**src/rtl/wb_pm_pkg.sv**
```systemverilog
// Shared types for the Wishbone pattern master: FSM states and cycle-type codes.
// Pure declarations, no logic, no latency.
package wb_pm_pkg;

    typedef enum logic [1:0] {
        IDLE = 2'd0,
        BUS  = 2'd1,
        END  = 2'd2
    } state_t;

    localparam logic [2:0] CTI_CLASSIC = 3'b000;
    localparam logic [2:0] CTI_INCR    = 3'b010;
    localparam logic [2:0] CTI_EOB     = 3'b111;

    // Cycle type for one beat: classic for single-beat bursts, end-of-burst on the last beat.
    function automatic logic [2:0] beat_cti(input logic is_single, input logic is_last);
        if (is_single) begin
            return CTI_CLASSIC;
        end
        return is_last ? CTI_EOB : CTI_INCR;
    endfunction

endpackage

```
**src/rtl/wb_pm_pattern_gen.sv**
```systemverilog
// Burst pattern state: seed, beat counter and address; expected data and next-beat values.
// Outputs are combinational from its registers; loads/advances take effect on the next edge.
module wb_pm_pattern_gen
    import wb_pm_pkg::*;
#(
    parameter int DW    = 32,
    parameter int AW    = 26,
    parameter int LEN_W = 8
) (
    input  logic             clk,
    input  logic             rst_n,
    input  logic             i_load,
    input  logic             i_adv,
    input  logic [AW-1:0]    i_addr,
    input  logic [LEN_W-1:0] i_len,
    input  logic [DW-1:0]    i_seed,
    output logic [DW-1:0]    o_exp_dat,
    output logic [DW-1:0]    o_nxt_dat,
    output logic [AW-1:0]    o_nxt_addr,
    output logic             o_last,
    output logic             o_nxt_last
);

    logic [DW-1:0]    r_seed;
    logic [LEN_W-1:0] r_k;
    logic [LEN_W-1:0] r_len;
    logic [AW-1:0]    r_addr;
    logic [LEN_W:0]   w_k_inc;

    assign w_k_inc    = {1'b0, r_k} + {{LEN_W{1'b0}}, 1'b1};
    assign o_exp_dat  = r_seed + DW'(r_k);
    assign o_nxt_dat  = r_seed + DW'(w_k_inc);
    // Address arithmetic is AW bits wide, so a burst crossing the top wraps to zero.
    assign o_nxt_addr = r_addr + AW'(DW / 8);
    assign o_last     = (r_k == r_len);
    assign o_nxt_last = (w_k_inc == {1'b0, r_len});

    always_ff @(posedge clk or negedge rst_n) begin
        if (!rst_n) begin
            r_seed <= '0;
            r_k    <= '0;
            r_len  <= '0;
            r_addr <= '0;
        end else if (i_load) begin
            r_seed <= i_seed;
            r_k    <= '0;
            r_len  <= i_len;
            r_addr <= i_addr;
        end else if (i_adv) begin
            r_k    <= w_k_inc[LEN_W-1:0];
            r_addr <= o_nxt_addr;
        end
    end

endmodule

```
**src/rtl/wb_pattern_master.sv**
```systemverilog
// Wishbone B3 burst master generating seed+k data; read bursts are checked and errors counted.
// One beat per acked cycle; slave backpressure by withholding ack, bounded by the TIMEOUT watchdog.
module wb_pattern_master
    import wb_pm_pkg::*;
#(
    parameter int DW      = 32,
    parameter int AW      = 26,
    parameter int LEN_W   = 8,
    parameter int TIMEOUT = 1024
) (
    input  logic              sys_clk,
    input  logic              RESETN,
    input  logic              sdr_init_done,
    input  logic              cmd_valid,
    output logic              cmd_ready,
    input  logic              cmd_we,
    input  logic [AW-1:0]     cmd_addr,
    input  logic [LEN_W-1:0]  cmd_len,
    input  logic [DW-1:0]     cmd_seed,
    output logic              wb_cyc_o,
    output logic              wb_stb_o,
    output logic              wb_we_o,
    output logic [AW-1:0]     wb_addr_o,
    output logic [DW-1:0]     wb_dat_o,
    output logic [DW/8-1:0]   wb_sel_o,
    output logic [2:0]        wb_cti_o,
    input  logic              wb_ack_i,
    input  logic [DW-1:0]     wb_dat_i,
    output logic              busy,
    output logic              done,
    output logic              timeout,
    input  logic              err_clr,
    output logic [31:0]       err_cnt
);

    localparam int              WD_W    = $clog2(TIMEOUT + 1);
    localparam logic [WD_W-1:0] WD_LAST = WD_W'(TIMEOUT - 1);

    state_t            r_state;
    logic              r_cyc;
    logic              r_stb;
    logic              r_we;
    logic [DW/8-1:0]   r_sel;
    logic [AW-1:0]     r_addr;
    logic [DW-1:0]     r_dat;
    logic [2:0]        r_cti;
    logic              r_busy;
    logic              r_done;
    logic              r_timeout;
    logic [31:0]       r_err_cnt;
    logic [WD_W-1:0]   r_wdog;

    logic              w_accept;
    logic              w_ack;
    logic              w_adv;
    logic              w_mismatch;
    logic              w_to_evt;
    logic [DW-1:0]     w_exp_dat;
    logic [DW-1:0]     w_nxt_dat;
    logic [AW-1:0]     w_nxt_addr;
    logic              w_last;
    logic              w_nxt_last;

    assign cmd_ready  = (r_state == IDLE) && sdr_init_done;
    assign w_accept   = cmd_valid && cmd_ready;
    assign w_ack      = (r_state == BUS) && wb_ack_i;
    assign w_adv      = w_ack && !w_last;
    assign w_mismatch = w_ack && !r_we && (wb_dat_i != w_exp_dat);
    assign w_to_evt   = (r_state == BUS) && !wb_ack_i && (r_wdog == WD_LAST);

    assign wb_cyc_o  = r_cyc;
    assign wb_stb_o  = r_stb;
    assign wb_we_o   = r_we;
    assign wb_addr_o = r_addr;
    assign wb_dat_o  = r_dat;
    assign wb_sel_o  = r_sel;
    assign wb_cti_o  = r_cti;
    assign busy      = r_busy;
    assign done      = r_done;
    assign timeout   = r_timeout;
    assign err_cnt   = r_err_cnt;

    wb_pm_pattern_gen #(
        .DW    (DW),
        .AW    (AW),
        .LEN_W (LEN_W)
    ) u_pattern_gen (
        .clk        (sys_clk),
        .rst_n      (RESETN),
        .i_load     (w_accept),
        .i_adv      (w_adv),
        .i_addr     (cmd_addr),
        .i_len      (cmd_len),
        .i_seed     (cmd_seed),
        .o_exp_dat  (w_exp_dat),
        .o_nxt_dat  (w_nxt_dat),
        .o_nxt_addr (w_nxt_addr),
        .o_last     (w_last),
        .o_nxt_last (w_nxt_last)
    );

    always_ff @(posedge sys_clk or negedge RESETN) begin
        if (!RESETN) begin
            r_state   <= IDLE;
            r_cyc     <= 1'b0;
            r_stb     <= 1'b0;
            r_we      <= 1'b0;
            r_sel     <= '0;
            r_addr    <= '0;
            r_dat     <= '0;
            r_cti     <= CTI_CLASSIC;
            r_busy    <= 1'b0;
            r_done    <= 1'b0;
            r_timeout <= 1'b0;
            r_err_cnt <= '0;
            r_wdog    <= '0;
        end else begin
            r_done <= 1'b0;
            r_sel  <= '1;
            case (r_state)
                IDLE: begin
                    if (w_accept) begin
                        r_state <= BUS;
                        r_busy  <= 1'b1;
                        r_cyc   <= 1'b1;
                        r_stb   <= 1'b1;
                        r_we    <= cmd_we;
                        r_addr  <= cmd_addr;
                        r_dat   <= cmd_we ? cmd_seed : '0;
                        r_cti   <= beat_cti(cmd_len == '0, cmd_len == '0);
                        r_wdog  <= '0;
                    end
                end
                BUS: begin
                    if (wb_ack_i) begin
                        r_wdog <= '0;
                        if (w_last) begin
                            r_state <= END;
                            r_done  <= 1'b1;
                            r_cyc   <= 1'b0;
                            r_stb   <= 1'b0;
                            r_we    <= 1'b0;
                            r_addr  <= '0;
                            r_dat   <= '0;
                            r_cti   <= CTI_CLASSIC;
                        end else begin
                            r_addr <= w_nxt_addr;
                            r_dat  <= r_we ? w_nxt_dat : '0;
                            r_cti  <= beat_cti(1'b0, w_nxt_last);
                        end
                    end else if (w_to_evt) begin
                        // Abandon the remaining beats but still finish through END so done pulses.
                        r_state <= END;
                        r_done  <= 1'b1;
                        r_cyc   <= 1'b0;
                        r_stb   <= 1'b0;
                        r_we    <= 1'b0;
                        r_addr  <= '0;
                        r_dat   <= '0;
                        r_cti   <= CTI_CLASSIC;
                        r_wdog  <= '0;
                    end else begin
                        r_wdog <= r_wdog + 1'b1;
                    end
                end
                END: begin
                    r_state <= IDLE;
                    r_busy  <= 1'b0;
                end
                default: begin
                    r_state <= IDLE;
                    r_busy  <= 1'b0;
                end
            endcase

            // Clear wins over a same-cycle mismatch or timeout; that event is dropped.
            if (err_clr) begin
                r_err_cnt <= '0;
                r_timeout <= 1'b0;
            end else begin
                if (w_to_evt) begin
                    r_timeout <= 1'b1;
                end
                if ((w_mismatch || w_to_evt) && (r_err_cnt != 32'hFFFF_FFFF)) begin
                    r_err_cnt <= r_err_cnt + 32'd1;
                end
            end
        end
    end

endmodule

```
**config.mk**
```make
export PLATFORM = sky130hd
export DESIGN_NAME = wb_pattern_master
export DESIGN_NICKNAME = d
export VERILOG_FILES = /design/src/rtl/wb_pm_pkg.sv /design/src/rtl/wb_pm_pattern_gen.sv /design/src/rtl/wb_pattern_master.sv
export SDC_FILE = /design/constraint.sdc
export NUM_CORES = 1
export LEC_CHECK = 0
export ABC_AREA = 1
export ABC_CLOCK_PERIOD_IN_PS = 3400
export BUFFER_PORTS_ARGS = -buffer_cell sky130_fd_sc_hd__buf_2
export CAP_MARGIN = 10
export CORE_MARGIN = 2
export CORE_UTILIZATION = 52
export DETAILED_ROUTE_END_ITERATION = 12
export GPL_TIMING_DRIVEN = 1
export PLACE_DENSITY = 0.78
export SLEW_MARGIN = 20
export SYNTH_ARGS = -nofsm -noshare
export SYNTH_HDL_FRONTEND = slang
export SYNTH_SLANG_ARGS = --single-unit
```
**constraint.sdc**
```tcl
create_clock -name sys_clk -period 3.4 [get_ports sys_clk]
set_input_delay 0.17 -clock sys_clk [delete_from_list [all_inputs] [get_ports sys_clk]]
set_output_delay 0.17 -clock sys_clk [all_outputs]
set_load 0.02 [all_outputs]
```
# After elaboration in Yosys (flattened, before gate mapping)
# Index checks and enable logic that the tools add are counted.
# totals
reg_bits,186
out_inout_bits,104
elab_cells,109
# classes
addsub,6
n_eq_ne,9
n_mux,53
bitwise,1
n_reduce_logical,24
# ops
cell,n
$mux W32,8
$mux W26,6
$pmux W32 S2,1
$pmux W26 S2,1
$mux W11,3
$add A32 B1 Y32 const B,1
$add A32 B8 Y32,1
$add A32 B9 Y32,1
$ne A32 B32 Y1,1
$ne A32 B32 Y1 const B,1
$add A26 B3 Y26 const B,1
$mux W3,8
$pmux W11 S2,1
$mux W8,2
$mux W1,14
$add A11 B1 Y11 const B,1
$eq A11 B10 Y1 const B,1
$add A8 B1 Y9 const B,1
$eq A9 B8 Y1,1
$logic_and A1 B1 Y1,9
$eq A8 B8 Y1,1
$logic_not A8 Y1,1
$mux W2,4
$reduce_bool A2 Y1,4
other kinds (13),20

# Longest topological paths before layout
# depth
word_depth,8
mapped_depth,22

# Modules after synthesis
# From an unflattened synthesis, not the netlist that was laid out.
# hier_totals
cells_unflattened,1888
hier_area_um2,12912.4
# modules_own_cells
module,n_inst,cells_per_inst,area_per_inst_um2,seq_area_each_um2
wb_pattern_master,1,922,6718.9,2777.7
wb_pm_pattern_gen,1,966,6193.4,1851.8

# Least setup slack after synthesis
# OpenSTA, ideal clock, no wires.
# synth_timing
kind,reg-to-reg
start,register u_pattern_gen.r_k[1]
end,register r_dat[30] (netlist: wb_dat_o[30])
t_arrival_ns,3.067
required_time_ns,3.323
setup_slack_ns,0.256
stages_incl_launch_ff,19
path_buffers,0
cell_sequence,dfrtp_1 -> inv_1 -> nor4_1 -> nand3_1 -> xor2_1 -> inv_1 -> ha_1 -> nand2_1 -> o21ai_0 -> a21oi_1 -> nor2_1 -> nor2_1 -> nor2_1 -> inv_1 -> nor2_1 -> nand2_1 -> o21ai_0 -> nand3_1 -> a21oi_1
# synth_via
elab_chain_len,6
elab_cells_between_ends,7
# synth_lines
item,line_no,source
from (decl),wb_pm_pattern_gen.sv:25,logic [LEN_W-1:0] r_k;
from (signal assigned),wb_pm_pattern_gen.sv:50,r_k <= w_k_inc[LEN_W-1:0];
$add A8 B1 Y9,wb_pm_pattern_gen.sv:30,"assign w_k_inc = {1'b0, r_k} + {{LEN_W{1'b0}}, 1'b1};"
$add A32 B9 Y32,wb_pm_pattern_gen.sv:32,assign o_nxt_dat = r_seed + DW'(w_k_inc);
$mux W32,wb_pattern_master.sv:148,r_dat <= r_we ? w_nxt_dat : '0;
$mux W32 (*),wb_pattern_master.sv:137,if (w_last) begin
$mux W32 (*),wb_pattern_master.sv:135,if (wb_ack_i) begin
$pmux W32 S2 (*),wb_pattern_master.sv:120,case (r_state)
to (signal assigned),wb_pattern_master.sv:129,r_dat <= cmd_we ? cmd_seed : '0;
to (signal assigned),wb_pattern_master.sv:148,
to (decl),wb_pattern_master.sv:45,logic [DW-1:0] r_dat;
# Every way passes the cells marked *; elsewhere a longest branch is shown, timed or not.
# A chain may end at the register's enable or synchronous reset.

# Worst setup path in the final report
# layout_timing
start,register u_pattern_gen.r_k[0]
end,register r_err_cnt[11] (netlist: err_cnt[11])
# layout_via
elab_chain_len,6
# layout_lines
item,line_no,source
$add A32 B8 Y32,wb_pm_pattern_gen.sv:31,assign o_exp_dat = r_seed + DW'(r_k);
$ne A32 B32 Y1,wb_pattern_master.sv:68,assign w_mismatch = w_ack && !r_we && (wb_dat_i != w_exp_dat);
$logic_and A1 B1 Y1,wb_pattern_master.sv:68,
$logic_or A1 B1 Y1,wb_pattern_master.sv:184,if ((w_mismatch || w_to_evt) && (r_err_cnt != 32'hFFFF_FFFF)) begin
$logic_and A1 B1 Y1,wb_pattern_master.sv:184,
$reduce_bool A2 Y1 (no line),-,
to (signal assigned),wb_pattern_master.sv:185,r_err_cnt <= r_err_cnt + 32'd1;
to (decl),wb_pattern_master.sv:50,logic [31:0] r_err_cnt;
# No other way between the ends.

==> reports/summary.txt <==
average size of a mapped cell = 7.15 um^2
number of port buffers = 208
Final Setup Violations = 0
total power = 10.9 mW
yosys warns = 0
grt met1 use = 40.4%
Synth Flop Type = dfrtp_1
worst setup path start = u_pattern_gen.r_k[0]
chip width = 155 um
synth top area cells = dfrtp_1 39%, nand2_1 14%, inv_1 6.9%
Clock Tree Root = clkbuf_16
All-Layer GR Usage = 30.5%
critical hold path startpoint = cmd_len[6]
vias post-DR = 12100
top cell type by total area after synthesis = dfrtp_1
Via density = 5.50
gr ovfl total = 0
post-synthesis cell count = 1651
most frequent cells in the layout = 439 x nand2_1, 215 x inv_1, 207 x buf_2
first-pass GRT wire length = 58100 um
Required @ worst endpoint = 3.78 ns
Synth Register Bits = 185
routed length per instance = 16.7 um
Detail Route Antenna Nets = 0
busiest grt layer = met2
MaxCap Viol Count = 0
Fin. Hold Viols = 0
Die H = 155 um
CTS Buf Count = 17
Power Dens Cells = 761 nW/um^2
DRT iter0 DRCs = 867
DPL Wire Length = 26200 um
fin cells = 2200
initial antenna violation count = 2
Seq/Total Area, Yosys = 39.2%
min Tclk post-route = 3.16 ns
share of flip-flops with an asynchronous set or reset = 100%
Synth top area share = 39.2%
cell area after layout = 14400 um^2
CTS Sinks = 185
synthesized area = 11800 um^2
drt pass-1 iters = 5
CTS H-tree lvls = 4
Placed Area = 13200 um^2
drt drc = 0
Syn-to-layout area delta = 21.9%
Worst VDD drop = 499 uV
largest net degree at the start of global routing = 87
CTS tree = built
Tcrit/Tclk final = 93.1%
Netlist cell types = 50
# rows = 55
number of enable-type register cells in the synthesized netlist = 0
met3 GRT Util = 4.46%
WP data arrival = 3.54 ns
Initial Utilization = 52.5%
I/O Pins = 209
CP endpoint kind = register
final WL = 36600 um
Achievable Freq = 0.316 GHz
vias in the first global route = 11500
worst r2r src = u_pattern_gen.r_k[0]
commonest non-fill, non-tap cell in the layout = nand2_1
core footprint = 22500 um^2
outcome = complete, no violations
met2 Use GR = 50.7%
max-slew violations = 0
slew margin rel. = 23.4%
Clk Latency, worst-skew pair = 0.45 ns
Post-Place Cells = 2115
Syn Nets = 1779
Tightest Pin Transition = 1.14 ns
Setup crit start kind = register
clk_skew = 0.0188 ns
CP max FO = 16
die area = 23900 um^2
clk slew on worst S/H paths = 0.08 ns
share of cells above drive strength 1 = 17.5%
leakage power = 7.41 nW
Max Buffers Root-to-Sink = 2
worst hold path class = input pin to register
GPL Wtd Cong = 0.961
CP Class = register to register
layout net count = 2029
[critical path, cell delays in order, from the launching register on]
cell     delay (ns)
dfrtp_2        0.44
ha_1           0.25
fa_2           0.40
nand3_1        0.10
nand3_1        0.14
nand2_1        0.09
nand2_1        0.09
nand2_1        0.12
xnor3_1        0.21
nor2_1         0.10
nand2_1        0.06
nor2_1         0.16
nand3_1        0.17
nand2_1        0.12
nand2_2        0.15
nand2_4        0.27
nand3_1        0.11
nand2_1        0.09
[area by class of cell]
type                            instances  area [um^2]
Antenna cell                            1         2.50
Clock buffer                           17          425
Clock inverter                         15          188
Fill cell                            2018         8110
Inverter                              223          838
Multi-Input combinational cell       1192         6210
Sequential cell                       185         4630
Tap cell                              285          357
Timing Repair Buffer                  282         1740
[power breakdown]
group / switching (mW) / total (mW) / internal, mW
combinational: 3.30 / 5.08 / 1.77
sequential: 0.822 / 3.81 / 2.99
clock: 1.06 / 2.06 / 1.01
total: 5.18 / 10.9 / 5.77
[state kept, by name, indices dropped and copies added (netlist names)]
signal / flops
err_cnt: 32
u_pattern_gen.r_seed: 32
wb_dat_o: 32
u_pattern_gen.r_addr: 26
wb_addr_o: 26
r_wdog: 11
u_pattern_gen.r_k: 8
u_pattern_gen.r_len: 8
r_state: 2
wb_cti_o: 2
busy: 1
done: 1
timeout: 1
wb_sel_o: 1
wb_stb_o: 1
wb_we_o: 1
[layer usage]
metal  up-vias  share of wire (%)
li1       5889                  -
met1      5615                 43
met2       519                 47
met3        83                7.0
met4         2                3.4
met5         -              0.030
[logic make-up (layout without fill, tap and decap cells)]
kind of cell / count (synthesis) / in the layout / share of synthesized area, %
buffers and inverters: 276 / 537 / 9.24
AND/OR/NAND/NOR: 839 / 841 / 31.8
XOR/XNOR: 77 / 77 / 5.83
flip-flops: 185 / 185 / 39.2
other: 1 / 2 / 0.0317
AO/OA/AOI/OAI: 250 / 250 / 11.4
adder cells (fa/ha/maj): 23 / 23 / 2.56
[per-stage QoR]
| step | util, % | hold slack [ns] | setup TNS (ns) | setup WS [ns] |
|---|---|---|---|---|
| after detailed placement | 58.5 | 0.274 | 0 | 0.0912 |
| after CTS | 63.3 | 0.00339 | 0 | 0.0609 |
| after floorplan | - | -0.126 | 0 | 0.256 |
| after global placement | 58.5 | 0.271 | 0 | 0.186 |
| after global routing | 64.0 | 0.00722 | -0.0282 | -0.00801 |
| final | 64.0 | 0.0116 | 0 | 0.236 |
[final timing paths]
path                                           to  slack [ns]  depth (start not counted)
max                                   err_cnt[11]        0.24                         17
min                        u_pattern_gen.r_len[6]        0.01                          3
max reg2reg                           err_cnt[11]        0.24                         17
max in group asynchronous            wb_dat_o[22]        2.17                          3
min reg2reg                          wb_addr_o[8]        0.48                          2
min in group asynchronous             err_cnt[16]        0.33                          2
[cell usage after synthesis, drive strengths merged, types with 8 or more instances]
library cell	count
a21oi	109
buf	23
clkbuf	30
dfrtp	185
ha	21
inv	221
nand2	444
nand3	142
nand4	58
nor2	119
nor3	46
nor4	13
o21ai	106
o22ai	8
or2	11
xnor2	22
xor2	54
[timing repair]
| item | CTS | global route |
|---|---|---|
| buffers inserted | 0 | 4 |
| hold buffers | 46 | 0 |
| resized for setup | 0 | 24 |
| setup endpoints to repair | 0 | 54 |
| endpoints found under the hold margin | 141 | 0 |
Note: power is estimated with default switching activity, not from simulation.
